==> config.mk <==
export PLATFORM = sky130hd
export DESIGN_NAME = tm1638_chain_ctrl_flat
export DESIGN_NICKNAME = d
export VERILOG_FILES = /design/src/rtl/tm1638_pkg.sv /design/src/rtl/tm1638_chain_ctrl_if.sv /design/src/rtl/tm1638_byte_shifter.sv /design/src/rtl/tm1638_chain_ctrl.sv /design/src/flat_wrapper.sv
export SDC_FILE = /design/constraint.sdc
export NUM_CORES = 1
export LEC_CHECK = 0
export CORE_ASPECT_RATIO = 0.5
export CORE_MARGIN = 3
export CORE_UTILIZATION = 30
export DETAILED_ROUTE_END_ITERATION = 12
export GPL_TIMING_DRIVEN = 0
export SYNTH_ARGS = -nofsm -noshare
export SYNTH_HDL_FRONTEND = slang
export SYNTH_HIERARCHICAL = 1
export SYNTH_SLANG_ARGS = --single-unit
==> constraint.sdc <==
create_clock -name clk -period 2.92 [get_ports clk]
set_clock_uncertainty 0.15 [all_clocks]
set_input_delay 0.73 -clock clk [delete_from_list [all_inputs] [get_ports clk]]
set_output_delay 0.73 -clock clk [all_outputs]
set_load 0.01 [all_outputs]
==> src/rtl/tm1638_pkg.sv <==
// tm1638_pkg: command bytes and controller state encoding shared by the TM1638 chain controller
package tm1638_pkg;
  localparam logic [7:0] CMD_WRITE_AUTO = 8'h40;
  localparam logic [7:0] CMD_READ_KEYS  = 8'h42;
  localparam logic [7:0] CMD_ADDR0      = 8'hC0;
  localparam logic [7:0] CMD_DISP_OFF   = 8'h80;
  localparam logic [7:0] CMD_DISP_ON    = 8'h88;
  typedef enum logic [3:0] {
    IDLE, SNAP, DATA_CMD, GAP, ADDR_DATA, CTRL, KEY_CMD, KEY_WAIT, KEY_READ, NEXT
  } state_t;
endpackage

==> src/rtl/tm1638_chain_ctrl_if.sv <==
// tm1638_chain_ctrl_if: shared TM1638 serial bus (CLK, one STB per board, split DIO)
interface tm1638_chain_ctrl_if #(parameter int N_BOARDS = 1);
  logic                tm1638_clk;
  logic [N_BOARDS-1:0] tm1638_stb;
  logic                tm1638_dio_in;
  logic                tm1638_dio_out;
  logic                tm1638_dio_out_en;
  modport master(output tm1638_clk, tm1638_stb, tm1638_dio_out, tm1638_dio_out_en, input tm1638_dio_in);
  modport slave(input tm1638_clk, tm1638_stb, tm1638_dio_out, tm1638_dio_out_en, output tm1638_dio_in);
endinterface

==> src/rtl/tm1638_byte_shifter.sv <==
// tm1638_byte_shifter: one LSB-first byte on TM1638 CLK/DIO; read bytes end at the last rising edge
module tm1638_byte_shifter #(parameter int CLK_DIV = 4) (
  input  logic       clk,
  input  logic       rst_n,
  input  logic       start,
  input  logic       rd,
  input  logic [7:0] din,
  input  logic       dio_in,
  output logic       sclk,
  output logic       dio,
  output logic       done,
  output logic [7:0] dout
);
  localparam int CW = $clog2(CLK_DIV + 1);
  logic [CW-1:0] cnt;
  logic [2:0] bit_i;
  logic active, high, rd_q;
  wire last = cnt == CW'(CLK_DIV - 1);
  // bit sequencing: CLK low phase with DIO set, then high phase; dout doubles as the shift register
  always_ff @(posedge clk or negedge rst_n)
    if (!rst_n) begin
      sclk <= 1'b1; dio <= 1'b1; done <= 1'b0; dout <= '0;
      cnt <= '0; bit_i <= '0; active <= 1'b0; high <= 1'b0; rd_q <= 1'b0;
    end else begin
      done <= 1'b0;
      if (!active) begin
        if (start) begin
          active <= 1'b1; rd_q <= rd; dout <= din; dio <= din[0];
          sclk <= 1'b0; high <= 1'b0; cnt <= '0; bit_i <= '0;
        end
      end else if (!last) cnt <= cnt + 1'b1;
      else if (!high) begin
        cnt <= '0; high <= 1'b1; sclk <= 1'b1;
        if (rd_q) dout <= {dio_in, dout[7:1]};
        if (rd_q && &bit_i) begin active <= 1'b0; done <= 1'b1; end
      end else if (&bit_i) begin
        active <= 1'b0; done <= 1'b1;
      end else begin
        cnt <= '0; high <= 1'b0; sclk <= 1'b0; bit_i <= bit_i + 1'b1;
        if (!rd_q) begin dout <= {1'b0, dout[7:1]}; dio <= dout[1]; end
      end
    end
endmodule

==> src/rtl/tm1638_chain_ctrl.sv <==
// tm1638_chain_ctrl: refreshes N daisy-strobed TM1638 boards; key scan compiled in with TM1638_KEYS_EN
module tm1638_chain_ctrl
  import tm1638_pkg::*;
#(
  parameter int N_BOARDS  = 1,
  parameter int CLK_DIV   = 4,
  parameter int READ_WAIT = 32
) (
  input  logic                  clk,
  input  logic                  rst_n,
  input  logic                  enable,
  input  logic [N_BOARDS*64-1:0] seg_data,
  input  logic [N_BOARDS*8-1:0] leds,
  input  logic [2:0]            brightness,
  input  logic                  display_on,
  output logic [N_BOARDS*8-1:0] keys,
  output logic                  keys_valid,
  output logic                  busy,
  tm1638_chain_ctrl_if.master   bus
);
  localparam int BW = N_BOARDS > 1 ? $clog2(N_BOARDS) : 1;
  localparam logic [BW-1:0] LAST = BW'(N_BOARDS - 1);
  localparam logic [15:0] GAP_END = 16'(2 * CLK_DIV - 1);
  localparam logic [15:0] WAIT_END = 16'(READ_WAIT - 1);
  state_t state, state_n, ret, ret_n;
  logic [BW-1:0] board, board_n;
  logic [15:0] cnt;
  logic [4:0] byte_idx, addr;
  logic [2:0] dig;
  logic issued, byte_st, start, rd, done, stb_low;
  logic [7:0] tx, rx;
  logic [63:0] seg_q;
  logic [7:0] led_q;
  logic [2:0] bri_q;
  logic on_q;
  // frame sequencing: which byte/phase comes next and which board follows
  always_comb begin
    state_n = state;
    ret_n = ret;
    board_n = board;
    case (state)
      IDLE:      if (enable) state_n = SNAP;
      SNAP:      state_n = DATA_CMD;
      DATA_CMD:  if (done) begin state_n = GAP; ret_n = ADDR_DATA; end
      ADDR_DATA: if (done && byte_idx == 5'd16) begin state_n = GAP; ret_n = CTRL; end
`ifdef TM1638_KEYS_EN
      CTRL:      if (done) begin state_n = GAP; ret_n = KEY_CMD; end
`else
      CTRL:      if (done) begin state_n = GAP; ret_n = NEXT; end
`endif
      GAP:       if (cnt == GAP_END) state_n = ret;
      KEY_CMD:   if (done) state_n = KEY_WAIT;
      KEY_WAIT:  if (cnt == WAIT_END) state_n = KEY_READ;
      KEY_READ:  if (done && byte_idx == 5'd3) begin state_n = GAP; ret_n = NEXT; end
      NEXT: begin
        board_n = (enable && board != LAST) ? board + 1'b1 : '0;
        state_n = (enable && board != LAST) ? SNAP : IDLE;
      end
      default:   state_n = IDLE;
    endcase
  end
  // state register
  always_ff @(posedge clk or negedge rst_n)
    if (!rst_n) state <= IDLE;
    else state <= state_n;
  // per-state counters, byte issue tracking and the per-board input snapshot
  always_ff @(posedge clk or negedge rst_n)
    if (!rst_n) begin
      ret <= IDLE; board <= '0; cnt <= '0; byte_idx <= '0; issued <= 1'b0;
      seg_q <= '0; led_q <= '0; bri_q <= '0; on_q <= 1'b0;
    end else begin
      ret <= ret_n;
      board <= board_n;
      cnt <= state_n != state ? '0 : cnt + 1'b1;
      byte_idx <= state_n != state ? '0 : byte_idx + 5'(done);
      issued <= state_n == state && (issued ? !done : start);
      if (state == SNAP) begin
        seg_q <= seg_data[64*board +: 64];
        led_q <= leds[8*board +: 8];
        bri_q <= brightness;
        on_q <= display_on;
      end
    end
  assign byte_st = state inside {DATA_CMD, ADDR_DATA, CTRL, KEY_CMD, KEY_READ};
  assign start = byte_st && !issued;
  assign rd = state == KEY_READ;
  assign addr = byte_idx - 5'd1;
  assign dig = addr[3:1];
  assign tx = state == DATA_CMD ? CMD_WRITE_AUTO :
              state == CTRL     ? (on_q ? (CMD_DISP_ON | {5'b0, bri_q}) : CMD_DISP_OFF) :
              state == KEY_CMD  ? CMD_READ_KEYS :
              state == KEY_READ ? 8'hFF :
              byte_idx == 5'd0  ? CMD_ADDR0 :
              byte_idx[0]       ? seg_q[{dig, 3'b000} +: 8] : {7'b0, led_q[dig]};
  assign stb_low = byte_st || state == KEY_WAIT;
  assign bus.tm1638_stb = stb_low ? ~(N_BOARDS'(1) << board) : '1;
  assign busy = state != IDLE;
  tm1638_byte_shifter #(.CLK_DIV(CLK_DIV)) u_shift (
    .clk(clk), .rst_n(rst_n), .start(start), .rd(rd), .din(tx), .dio_in(bus.tm1638_dio_in),
    .sclk(bus.tm1638_clk), .dio(bus.tm1638_dio_out), .done(done), .dout(rx)
  );
`ifdef TM1638_KEYS_EN
  logic [7:0] kacc, kmask;
  // read byte i carries key i in bit0 and key i+4 in bit4
  always_comb begin
    kmask = kacc;
    kmask[byte_idx[1:0]] = rx[0];
    kmask[{1'b1, byte_idx[1:0]}] = rx[4];
  end
  // key mask assembly; the board's mask is published once its last read byte completes
  always_ff @(posedge clk or negedge rst_n)
    if (!rst_n) begin
      kacc <= '0; keys <= '0; keys_valid <= 1'b0;
    end else begin
      keys_valid <= 1'b0;
      if (state == KEY_READ && done) begin
        kacc <= kmask;
        if (byte_idx == 5'd3) begin
          keys[8*board +: 8] <= kmask;
          keys_valid <= 1'b1;
        end
      end
    end
  assign bus.tm1638_dio_out_en = !(state inside {KEY_WAIT, KEY_READ});
`else
  assign keys = '0;
  assign keys_valid = 1'b0;
  assign bus.tm1638_dio_out_en = 1'b1;
`endif
endmodule

==> src/flat_wrapper.sv <==
// flat-port wrapper written by rule: the top's interface ports become plain ports
module tm1638_chain_ctrl_flat import tm1638_pkg::*;
#(
  parameter int N_BOARDS  = 1,
  parameter int CLK_DIV   = 4,
  parameter int READ_WAIT = 32
)
  (clk, rst_n, enable, seg_data, leds, brightness, display_on, keys, keys_valid, busy, bus_tm1638_clk, bus_tm1638_stb, bus_tm1638_dio_out, bus_tm1638_dio_out_en, bus_tm1638_dio_in);
  tm1638_chain_ctrl_if #(.N_BOARDS(N_BOARDS)) bus_i ();
  input  logic clk;
  input  logic rst_n;
  input  logic enable;
  input  logic [N_BOARDS*64-1:0] seg_data;
  input  logic [N_BOARDS*8-1:0] leds;
  input  logic [2:0] brightness;
  input  logic display_on;
  output logic [N_BOARDS*8-1:0] keys;
  output logic keys_valid;
  output logic busy;
  output wire logic [$bits(bus_i.tm1638_clk)-1:0] bus_tm1638_clk;
  output wire logic [$bits(bus_i.tm1638_stb)-1:0] bus_tm1638_stb;
  output wire logic [$bits(bus_i.tm1638_dio_out)-1:0] bus_tm1638_dio_out;
  output wire logic [$bits(bus_i.tm1638_dio_out_en)-1:0] bus_tm1638_dio_out_en;
  input wire logic [$bits(bus_i.tm1638_dio_in)-1:0] bus_tm1638_dio_in;
  assign bus_tm1638_clk = bus_i.tm1638_clk;
  assign bus_tm1638_stb = bus_i.tm1638_stb;
  assign bus_tm1638_dio_out = bus_i.tm1638_dio_out;
  assign bus_tm1638_dio_out_en = bus_i.tm1638_dio_out_en;
  assign bus_i.tm1638_dio_in = bus_tm1638_dio_in;
  tm1638_chain_ctrl #(.N_BOARDS(N_BOARDS), .CLK_DIV(CLK_DIV), .READ_WAIT(READ_WAIT)) u_core (.clk(clk), .rst_n(rst_n), .enable(enable), .seg_data(seg_data), .leds(leds), .brightness(brightness), .display_on(display_on), .keys(keys), .keys_valid(keys_valid), .busy(busy), .bus(bus_i));
endmodule
After elaboration in Yosys (flattened, before gate mapping) --
Index checks and enable logic that the tools add are counted.
Cells by class: add/subtract/negate cells 6, order comparisons 1, equality and inequality tests 28, shift operators 4, multiplexer cells 69, bitwise logic cells 2, reduce and logical (&&, ||, !) cells 25
Operators with widths (number):
- 8-bit two-way mux | 13
- 64-bit by 7-bit indexed part select with 8-bit output | 1
- 64-bit by 8-bit indexed part select with 64-bit output | 1
- 4-bit two-way mux | 12
- 4-bit case mux with 9 select lines | 1
- 1-bit two-way mux | 30
- 3-bit two-way mux | 9
- 16-bit by 1-bit adder with 16-bit output, second input constant | 1
- 16-bit by 3-bit equality test with 1-bit output, second input constant | 1
- 16-bit by 5-bit equality test with 1-bit output, second input constant | 1
- 4-bit by 3-bit equality test with 1-bit output, second input constant | 4
- 16-bit two-way mux | 1
- 4-bit case mux with 4 select lines | 1
- 5-bit AND reduction | 3
- 4-bit by 2-bit equality test with 1-bit output, second input constant | 2
- 4-bit equality test, second input constant | 2
- 2-bit by 1-bit != test with 1-bit output, second input constant | 4
- 2-bit != test, second input constant | 4
- 4-bit nonzero test | 2
- 8-bit by 5-bit indexed part select with 8-bit output | 1
- 3-bit by 1-bit adder with 3-bit output, second input constant | 2
- 1-bit logical AND | 6
- 3-bit != test, second input constant | 2
- 2-bit AND reduction | 3
- 25 further kinds | 28
Storage, ports and cells: bits in registers 127, input port bits 80

Logic depth before layout (Yosys ltp) --
Gate-level depths: netlist (run 1).
word-level depth 11, depth in mapped cells 11, gate-level depth less buffers 10

Modules after synthesis --
The synthesis (run 1) kept the hierarchy.
Modules (own cells, without submodules):
- tm1638_chain_ctrl | instances 1, cells an instance 612, area each 5614.1 µm², seq. area each 2652.5 µm²
- tm1638_byte_shifter | instances 1, cells an instance 86, area each 999.7 µm², seq. area each 503.0 µm²

Worst setup path before layout (run 1) --
Ideal clock, no wire load.
kind reg-to-reg, from register u_core.byte_idx[0], to register u_core.u_shift.dout[0], arrival time 2.774 ns, required time 2.645 ns, path slack -0.129 ns, stages on the path, launching flop included 12, period minus slack after synthesis 3.049 ns, cell sequence dfrtp_1 inv_1 ha_1 xor2_4 buf_4 mux4_2 mux2i_1 nor2_1 a21oi_1 o22ai_1 mux2_2 mux2_4
Between the ends: cells in the longest elaborated chain, start to end 11, elaborated cells on any way between the ends 13, classes of those cells add/sub: 1; shift: 1; mux: 10; reduce/logical: 1
Ends and longest elaborated chain:
- start: declaration | line tm1638_chain_ctrl.sv:28 | logic [4:0] byte_idx, addr;
- start signal: assignment | line tm1638_chain_ctrl.sv:75 | byte_idx <= state_n != state ? '0 : byte_idx + 5'(done);
- parallel branches: the longest is 4 deep, another holds 4-bit by 1-bit subtractor with 4-bit output
- 8-bit two-way mux (*) | line tm1638_chain_ctrl.sv:93 | byte_idx == 5'd0 ? CMD_ADDR0 :
- 8-bit two-way mux (*) | line tm1638_chain_ctrl.sv:92 | state == KEY_READ ? 8'hFF :
- 8-bit two-way mux (*) | line tm1638_chain_ctrl.sv:91 | state == KEY_CMD ? CMD_READ_KEYS :
- 8-bit two-way mux (*) | line tm1638_chain_ctrl.sv:90 | state == CTRL ? (on_q ? (CMD_DISP_ON | {5'b0, bri_q}) : CMD_DISP_OFF) :
- 8-bit two-way mux (*) | line tm1638_chain_ctrl.sv:89 | assign tx = state == DATA_CMD ? CMD_WRITE_AUTO :
- named net u_core.tx[0] | line tm1638_chain_ctrl.sv:31 | logic [7:0] tx, rx;
- 8-bit two-way mux (*) | line tm1638_byte_shifter.sv:27 | if (start) begin
- 8-bit two-way mux (*) | line tm1638_byte_shifter.sv:26 | if (!active) begin
- end signal: assignment | line tm1638_byte_shifter.sv:34 | if (rd_q) dout <= {dio_in, dout[7:1]};
- end signal: assignment | line tm1638_byte_shifter.sv:40 | if (!rd_q) begin dout <= {1'b0, dout[7:1]}; dio <= dout[1]; end
- end: declaration | line tm1638_byte_shifter.sv:12 | output logic [7:0] dout
Mark *: on every way through the listed nets, which the timed path passes. The select of a mux whose other input is x is not followed. A chain may end at the register's enable or synchronous reset.

Final worst setup path (run 1) --
from register u_core.byte_idx[1], to register u_core.u_shift.dout[7]
Between the ends: cells in the longest elaborated chain, start to end 10, elaborated cells on any way between the ends 11, classes of those cells add/sub: 1; shift: 1; mux: 8; reduce/logical: 1
Ends and longest elaborated chain:
- 4-bit by 1-bit subtractor with 4-bit output | line tm1638_chain_ctrl.sv:87 | assign addr = byte_idx - 5'd1;
- 64-bit by 7-bit indexed part select with 8-bit output | line tm1638_chain_ctrl.sv:94 | byte_idx[0] ? seg_q[{dig, 3'b000} +: 8] : {7'b0, led_q[dig]};
- 8-bit two-way mux | line tm1638_chain_ctrl.sv:94
- 8-bit two-way mux (*) | line tm1638_chain_ctrl.sv:93
- 8-bit two-way mux (*) | line tm1638_chain_ctrl.sv:92
- 8-bit two-way mux (*) | line tm1638_chain_ctrl.sv:91
- 8-bit two-way mux (*) | line tm1638_chain_ctrl.sv:90
- 8-bit two-way mux (*) | line tm1638_chain_ctrl.sv:89
- named net u_core.tx[7] | line tm1638_chain_ctrl.sv:31
- 8-bit two-way mux (*) | line tm1638_byte_shifter.sv:27
- 8-bit two-way mux (*) | line tm1638_byte_shifter.sv:26
Mark *: on every way through the listed nets, which the timed path passes. The rest lies on a longest branch. The select of a mux whose other input is x is not followed.

==> results of run 1 <==
## flip-flops by register name, summed over array words and instances, names as in the netlist, 3 cells and up
name / cells
u_core/seg_q: 64
u_core/cnt: 16
u_core/led_q: 8
u_core/u_shift/dout: 7
u_core/byte_idx: 5
u_core/state: 4
u_core/bri_q: 3
u_core/ret: 3
u_core/u_shift/bit_i: 3
u_core/u_shift/cnt: 3
## what timing repair did
action	CTS	global route
setup endpoints to repair	10	26
gates resized for setup	20	19
cloned	0	0
pin swaps	2	6
buffers inserted	5	3
## area by class of cell
cell class / instances / area, µm² / area share
inverters: 13 / 55.1 / 0.00644
flip-flops and latches: 125 / 3130 / 0.367
clock inverters: 15 / 174 / 0.0203
well taps: 292 / 365 / 0.0427
plain buffers: 57 / 323 / 0.0378
clock buffers: 17 / 425 / 0.0498
repair buffers: 92 / 918 / 0.107
multi-input cells: 507 / 3150 / 0.369
## layer usage
| metal | vias up | routed length (µm) | global-route usage |
|---|---|---|---|
| li1 | 2667 | - | - |
| met1 | 2689 | 8420 | 0.211 |
| met2 | 178 | 9080 | 0.273 |
| met3 | 30 | 1080 | 0.0346 |
| met4 | 0 | 397 | 0.0510 |
| met5 | - | 0 | 0 |
## how the worst max path moves through the flow
stage	end	slack (ns)	cells after the start
2_1_floorplan	u_core/u_shift/dout[7]	0.03	9
3_3_place_gp	u_core/seg_q[28]	-4.00	1
3_5_place_dp	u_core/u_shift/dout[7]	-0.51	9
4_1_cts	u_core/u_shift/dout[7]	0.001	9
5_1_grt	u_core/u_shift/dout[7]	-0.08	9
6_report	u_core/u_shift/dout[7]	0.005	9
## report_power, final
part,internal (µW),switching (µW),total [µW],leakage [µW]
logic,156,110,266,0.00214
clock network,1280,863,2150,0.000282
registers,1790,31.9,1820,0.00151
total,3230,1000,4230,0.00393
## cells in the final DEF, fill, tap and decap left out, drive strengths merged, types with 8 or more instances in the layout
cell             n
dfrtp          123
nor3            20
conb            10
mux4            15
o21ai           92
ha               9
mux2i            8
clkdlybuf4s50   81
clkbuf          45
nand2          174
nor2            26
xor2            13
inv             20
buf             39
a21oi            8
nand3           21
## metrics by stage
step	utilization	instance area, µm²	power (µW)	TNS (ns)
final	0.407	8550	4230	0
after global routing	0.407	8550	4390	-0.0846
after CTS	0.404	8490	4270	0
after detailed placement	0.372	7820	2110	-2.94
after global placement	0.371	7790	2110	-499.08
after floorplan	-	6590	1930	0
==> impl_metrics.csv, run 1 <==
group,metric,value,unit
global_routing,grt.total_usage,0.163,
worst_setup_path,reg2reg_slack,0.005,ns
global_routing,grt_max_degree,72,
route,firstDrtPassIters,5,
clocking,clock-sinks,125,
worst_setup_path,crit_chain,"inv_2, ha_4, xor2_4, mux4_2, nor2_2, o41a_1, nor2b_1, a2111o_1, o221a_2",
final_layout,fillers,2080,
sta,setup_violations,0,
global_routing,grt_pass1_vias,5903,
synth,netlist_instances,695,
pwr,p_leak,0.00393,µW
sta,finalWorstSetupSlack,0.00535,ns
final_layout,layout.cells.non_filler,1118,
sta,holdWs,0.109,ns
placed_design,pre_cts_ws,-0.507,ns
worst_setup_path,worstPathArrival,3.06,ns
placed_design,routabilityCongestion,0.875,
synth,syn_area,6560,µm²
placed_design,hpwl,13.4,mm
worst_setup_path,critPathCaptureType,"flip-flop",
worst_setup_path,path_buf_inv,1,
worst_setup_path,startpoint,"u_core/byte_idx[1]",
floorplan,core,21000,µm²
floorplan,die_w,215,µm
route,routedWlPerCell,17.0,µm
clocking,cts_tree,"built",
global_routing,antenna_found_initial,0,
sta,period_needed,2.91,ns
route,vias,5564,
floorplan,die_y,111,µm
sta,report.final.slew_viol_count,0,
floorplan,row_count,37,
clocking,numCtsBuffers,17,
clocking,clk_pin_slew,0.06,ns
sta,hold_viol_final,0,
worst_setup_path,r2r_end,"u_core/u_shift/dout[7]",
worst_setup_path,critPathMaxStageDelay,0.55,ns
route,routed_via_density,4.98,
worst_setup_path,cp_max_fo,6,
route,wl,19.0,mm
clocking,ctsHoldBuffers,0,
worst_setup_path,critPathKind,"flip-flop to flip-flop",
floorplan,num_io_pins,94,
worst_hold_path,hold_class,"primary input to async pin",
clocking,clk_latency,0.42,ns
worst_setup_path,start_kind,"flip-flop",
worst_setup_path,cpMaxStageDelayCell,"mux4_2",
synth,yosys_warnings,6,
placed_design,dpl.cell_count,1079,
final_layout,drive_above_1_share,0.153,
final_layout,diodes,0,
run,maxCapViolations,0,
route,ant_nets,0,
floorplan,initial_utilization,0.312,
worst_setup_path,timing.rr.start,"u_core/byte_idx[1]",
global_routing,grt_pass1_wl,31.2,mm
route,drt_iter0_drc,512,
final_layout,final_nets,902,
clocking,h-tree-depth,4,
worst_setup_path,cpLargestDelayFamily,"compound AO/OA/AOI/OAI gates",
placed_design,numPortBuffers,83,
clocking,clockRootBuffer,"clkbuf_16",
synth,avgSynthCellArea,9.44,µm²
status,outcome,"completed",
final_layout,areaGrowthSynthToFinish,30.3,%
global_routing,overflow,0,
route,route.detailed.drc,0,
worst_setup_path,reg2reg_depth,9,
worst_setup_path,critPathRequiredTime,3.07,ns
clocking,clockBufferDepth,2,
pwr,powerDensity,495,nW/µm²
sta,slew_headroom,0.498,
sta,finalCritPeriodShare,0.998,
sta,max_freq,343,MHz
sta,grt_setup_unrepaired,"true",
floorplan,dieArea,23800,µm²
sta,tightest_slew,0.753,ns
pwr,ir_worst_vdd,0.302,mV
No activity file was read; power rests on OpenSTA's default activity.
==> run 2, diff against run 1 <==
--- a/config.mk
+++ b/config.mk
@@ -7,9 +7,10 @@
 export LEC_CHECK = 0
 export CORE_ASPECT_RATIO = 0.5
 export CORE_MARGIN = 3
-export CORE_UTILIZATION = 30
+export CORE_UTILIZATION = 33
 export DETAILED_ROUTE_END_ITERATION = 12
 export GPL_TIMING_DRIVEN = 0
+export HOLD_SLACK_MARGIN = 0.05
 export SYNTH_ARGS = -nofsm -noshare
 export SYNTH_HDL_FRONTEND = slang
 export SYNTH_HIERARCHICAL = 1
==> impl_metrics.csv, run 2 (same netlist as run 1, synthesis figures left out) <==
group,metric,value,unit
final_layout,layout_commonest_cell,"nand2_1",
sta,finalWorstSetupSlack,-0.0272,ns
clocking,h-tree-depth,4,
final_layout,seq_area,3130,µm²
worst_setup_path,reg2reg_depth,9,
global_routing,grt_max_degree,81,
final_layout,multiInputGateArea,3150,µm²
final_layout,reg_top3,"u_core/seg_q: 64 flops, u_core/cnt: 16 flops, u_core/led_q: 8 flops",
final_layout,largest_register_ffs,64,
global_routing,overflow,0,
placed_design,hpwl,13.3,mm
route,drt_iter0_drc,471,
pwr,clkPwrFrac,0.514,
placed_design,pre_cts_ws,-0.536,ns
route,wl,18.5,mm
status,outcome,"finished, violations left",
run,maxCapViolations,0,
global_routing,grt_pass1_wl,29.7,mm
pwr,p_comb_frac,0.062,
pwr,powerDensity,503,nW/µm²
clocking,clockBufferDepth,2,
floorplan,die_y,106,µm
floorplan,dieArea,21700,µm²
placed_design,routabilityCongestion,0.924,
placed_design,numPortBuffers,83,
clocking,clk_latency,0.41,ns
route,routedWlPerCell,17.1,µm
worst_setup_path,critPathCaptureType,"flip-flop",
pwr,totalPowerFinal,4280,µW
floorplan,initial_utilization,0.346,
sta,slew_headroom,0.476,
final_layout,post-route-util,0.449,
floorplan,num_io_pins,94,
worst_setup_path,start_kind,"flip-flop",
route,vias,5635,
sta,holdWs,0.0809,ns
worst_setup_path,cp_max_fo,6,
sta,setup_violations,1,
sta,tightest_slew,0.786,ns
sta,max_freq,339,MHz
final_layout,top_register,"u_core/seg_q",
pwr,p_int,3300,µW
floorplan,row_count,35,
global_routing,antenna_found_initial,0,
status,violations,"negative setup slack",
sta,finalCritPeriodShare,1.01,
route,ant_nets,0,
final_layout,fillers,1808,
final_layout,final_nets,901,
global_routing,grt_pass1_vias,5590,
final_layout,drive_above_1_share,0.145,
worst_setup_path,critPathKind,"flip-flop to flip-flop",
final_layout,diodes,0,
clocking,cts_tree,"built",
floorplan,core,19000,µm²
sta,grt_setup_unrepaired,"true",
final_layout,areaGrowthSynthToFinish,29.8,%
route,firstDrtPassIters,6,
floorplan,die_w,205,µm
final_layout,final_cell_mix,"nand2_1 (173), dfrtp_1 (121), o21ai_0 (90)",
clocking,clk_pin_slew,0.06,ns
pwr,swShare,0.229,
worst_hold_path,hold_class,"primary input to async pin",
pwr,power.switching,981,µW
clocking,clock-sinks,125,
route,routed_via_density,5.20,
route,route.detailed.drc,0,
pwr,p_seq_frac,0.425,
pwr,p_leak,0.00393,µW
worst_setup_path,worstPathArrival,3.09,ns
pwr,ir_worst_vdd,0.419,mV
worst_setup_path,critPathRequiredTime,3.06,ns
clocking,clockRootBuffer,"clkbuf_16",
sta,hold_viol_final,0,
sta,report.final.slew_viol_count,0,
sta,period_needed,2.95,ns
clocking,numCtsBuffers,17,
clocking,ctsHoldBuffers,0,
global_routing,grt.total_usage,0.175,
==> run 2: routing by layer <==
layer / global-route usage / up-vias / share of wire
met5: 0 / - / 0
met4: 0.0550 / 0 / 0.016
met3: 0.0358 / 26 / 0.057
met2: 0.275 / 187 / 0.47
met1: 0.242 / 2768 / 0.45
li1: - / 2654 / -
==> run 2: cell type report <==
| type | count | area share |
|---|---|---|
| multi-input cells | 507 | 0.370 |
| flip-flops and latches | 125 | 0.368 |
| repair buffers | 92 | 0.108 |
| clock buffers | 18 | 0.0504 |
| well taps | 259 | 0.0381 |
| plain buffers | 56 | 0.0378 |
| clock inverters | 14 | 0.0215 |
| inverters | 13 | 0.00602 |
==> run 2: path summary, 6_finish.rpt <==
path,from,end,slack [ns]
max,u_core/byte_idx[1],u_core/u_shift/dout[7],-0.03
min reg2reg,u_core/seg_q[38],u_core/seg_q[38],0.33
min in group clk,u_core/seg_q[38],u_core/seg_q[38],0.33
max in group asynchronous,rst_n,u_core/u_shift/dio,1.76
max reg2reg,u_core/byte_idx[1],u_core/u_shift/dout[7],-0.03
min,rst_n,u_core/seg_q[3],0.08
==> run 2: power groups by stage <==
stage / combinational (µW) / clock [µW] / sequential (µW)
4_1_cts: 267 / 2230 / 1820
3_5_place_dp: 265 / 0 / 1850
6_report: 264 / 2200 / 1820
5_1_grt: 295 / 2320 / 1820
2_1_floorplan: 92.9 / 0 / 1840
3_3_place_gp: 257 / 0 / 1850
==> run 2: what timing repair did <==
action,CTS,global route
gates cloned,0,0
endpoints found under the setup margin,10,11
resized for setup,19,14
pin swaps,2,2
setup buffers,3,5
==> run 2: through the flow <==
step / std cells / TNS (ns) / cell area [µm²]
after floorplan: 703 / 0 / 6590
after global placement: 1045 / -502.61 / 7750
after detailed placement: 1046 / -3.35 / 7780
after CTS: 1079 / -0.0328 / 8450
after global routing: 1084 / -0.156 / 8520
final: 1084 / -0.0272 / 8520
==> run 2: critical path: stages, from the launching register on <==
cell,delay (ns)
dfrtp_2,0.44
inv_2,0.09
ha_4,0.16
xor2_4,0.28
mux4_2,0.58
nor2_4,0.11
o41a_1,0.27
a21oi_2,0.05
a2111o_1,0.40
o221a_2,0.30
==> run 3, diff against run 2 <==
==> constraint.sdc (replaced) <==
create_clock -name clk -period 2.92 [get_ports clk]
set_clock_uncertainty 0.15 [all_clocks]
set_input_delay 0.292 -clock clk [delete_from_list [all_inputs] [get_ports clk]]
set_output_delay 0.292 -clock clk [all_outputs]
set_load 0.01 [all_outputs]
==> impl_metrics.csv, run 3 (same netlist as run 1, synthesis figures left out) <==
group,metric,value,unit
worst_setup_path,critPathMaxStageDelay,0.58,ns
final_layout,largest_register_ffs,64,
placed_design,hpwl,13.3,mm
final_layout,final_nets,904,
global_routing,grt_max_degree,81,
global_routing,overflow,0,
route,vias,5602,
clocking,clock-sinks,125,
global_routing,grt_pass1_vias,5578,
sta,hold_viol_final,0,
floorplan,dieArea,21700,µm²
worst_setup_path,worstPathArrival,3.07,ns
global_routing,grt.total_usage,0.175,
clocking,h-tree-depth,4,
clocking,clockBufferDepth,2,
final_layout,areaGrowthSynthToFinish,30.4,%
placed_design,routabilityCongestion,0.924,
status,outcome,"finished, violations left",
final_layout,post-route-util,0.451,
placed_design,dpl_cell_area,7780,µm²
final_layout,final_cell_mix,"nand2_1 (173), dfrtp_1 (121), o21ai_0 (91)",
global_routing,antenna_found_initial,1,
final_layout,top_register,"u_core/seg_q",
final_layout,fillers,1795,
floorplan,die_w,205,µm
pwr,ir_worst_vdd,0.420,mV
clocking,cts_tree,"built",
worst_setup_path,cp_max_fo,6,
worst_setup_path,start_kind,"flip-flop",
sta,period_needed,2.92,ns
clocking,clk_latency,0.41,ns
route,route.detailed.drc,0,
worst_setup_path,critPathRequiredTime,3.06,ns
route,wl,18.7,mm
clocking,clockRootBuffer,"clkbuf_16",
route,drt_iter0_drc,477,
sta,finalCritPeriodShare,1.00,
global_routing,grt_pass1_wl,29.8,mm
clocking,numCtsBuffers,17,
floorplan,initial_utilization,0.346,
sta,grt_setup_unrepaired,"true",
pwr,p_leak,0.00395,µW
worst_setup_path,critPathKind,"flip-flop to flip-flop",
final_layout,layout_commonest_cell,"nand2_1",
pwr,powerDensity,502,nW/µm²
route,ant_nets,0,
route,routed_via_density,5.15,
placed_design,dpl.cell_count,1046,
sta,tightest_slew,0.774,ns
placed_design,pre_cts_ws,-0.536,ns
floorplan,core,19000,µm²
final_layout,drive_above_1_share,0.149,
final_layout,reg_top3,"u_core/seg_q: 64 flops, u_core/cnt: 16 flops, u_core/led_q: 8 flops",
floorplan,num_io_pins,94,
clocking,clk_pin_slew,0.06,ns
placed_design,numPortBuffers,83,
worst_setup_path,cpMaxStageDelayCell,"mux4_2",
run,maxCapViolations,0,
sta,finalWorstSetupSlack,-0.00446,ns
status,violations,"negative setup slack",
floorplan,row_count,35,
sta,setup_violations,1,
sta,setup_tns,-0.00446,ns
sta,slew_headroom,0.484,
final_layout,layout.cells.non_filler,1088,
route,routedWlPerCell,17.2,µm
final_layout,postLayoutCellArea,8550,µm²
worst_setup_path,crit_chain,"inv_2, ha_4, xor2_4, mux4_2, nor2_4, o41a_1, nor2b_1, a2111o_1, o221a_2",
worst_hold_path,hold_class,"primary input to async pin",
route,firstDrtPassIters,6,
floorplan,die_y,106,µm
sta,report.final.slew_viol_count,0,
sta,max_freq,342,MHz
worst_setup_path,critPathCaptureType,"flip-flop",
[run 3: cell types whose count changed in the layout (fill, tap and decap cells not counted), sizes merged]
cell           before  now
buf                38   40
clkdlybuf4s50      81   82
diode               0    1
dlygate4sd2         1    0
dlygate4sd3         0    1
[run 3: power breakdown]
| part | internal (µW) | total [µW] | switching [µW] |
|---|---|---|---|
| registers | 1790 | 1820 | 32.8 |
| clock network | 1360 | 2210 | 844 |
| logic | 157 | 268 | 111 |
[run 3: path summary, 6_finish.rpt]
path	startpoint	end	slack, ns	cells after the start
max in group asynchronous	rst_n	u_core/u_shift/dio	1.63	3
hold reg to reg	u_core/seg_q[4]	u_core/seg_q[4]	0.33	2
setup reg to reg	u_core/byte_idx[1]	u_core/u_shift/dout[7]	-0.004	9
setup / recovery	u_core/byte_idx[1]	u_core/u_shift/dout[7]	-0.004	9
min in group clk	seg_data[40]	u_core/seg_q[40]	0.28	3
hold / removal	rst_n	u_core/seg_q[3]	0.21	2
[run 3: cell type report]
cell class / instances / area (µm²) / area share
plain buffers: 56 / 318 / 0.0372
clock buffers: 18 / 429 / 0.0502
clock inverters: 14 / 183 / 0.0214
multi-input cells: 507 / 3150 / 0.369
well taps: 259 / 324 / 0.0379
inverters: 13 / 51.3 / 0.00600
flip-flops and latches: 125 / 3130 / 0.366
diodes: 1 / 2.50 / 0.000293
repair buffers: 95 / 960 / 0.112
[run 3: worst max-delay path: cells and delay by family, from the launching register on]
| kind | cells | cell delay, ns |
|---|---|---|
| xor gates and xnor gates | 1 | 0.24 |
| buffers and inverters | 1 | 0.10 |
| muxes | 1 | 0.58 |
| adders and majority gates | 1 | 0.17 |
| AOI/OAI and AO/OA | 3 | 0.91 |
| and+or+nand+nor | 2 | 0.21 |
| DFF | 1 | 0.44 |
[run 3: repair_timing]
item | in CTS | in global routing
hold buffers | 1 | 0
setup buffers | 3 | 7
pin swaps | 2 | 7
gates resized for setup | 11 | 24
endpoints found under the hold margin | 45 | 0
endpoints found under the setup margin | 9 | 17
[run 3: per-layer routing]
layer,routed length (µm),vias to the layer above,track usage
li1,-,2659,-
met1,8460,2740,0.242
met2,8860,181,0.278
met3,1120,22,0.0358
met4,260,0,0.0497
met5,0,-,0
[run 3: stage by stage]
stage	hold slack, ns	total power (µW)
2_1_floorplan	-0.154	1930
6_report	0.213	4290
3_3_place_gp	0.309	2110
4_1_cts	0.228	4320
5_1_grt	0.276	4450
3_5_place_dp	0.101	2110
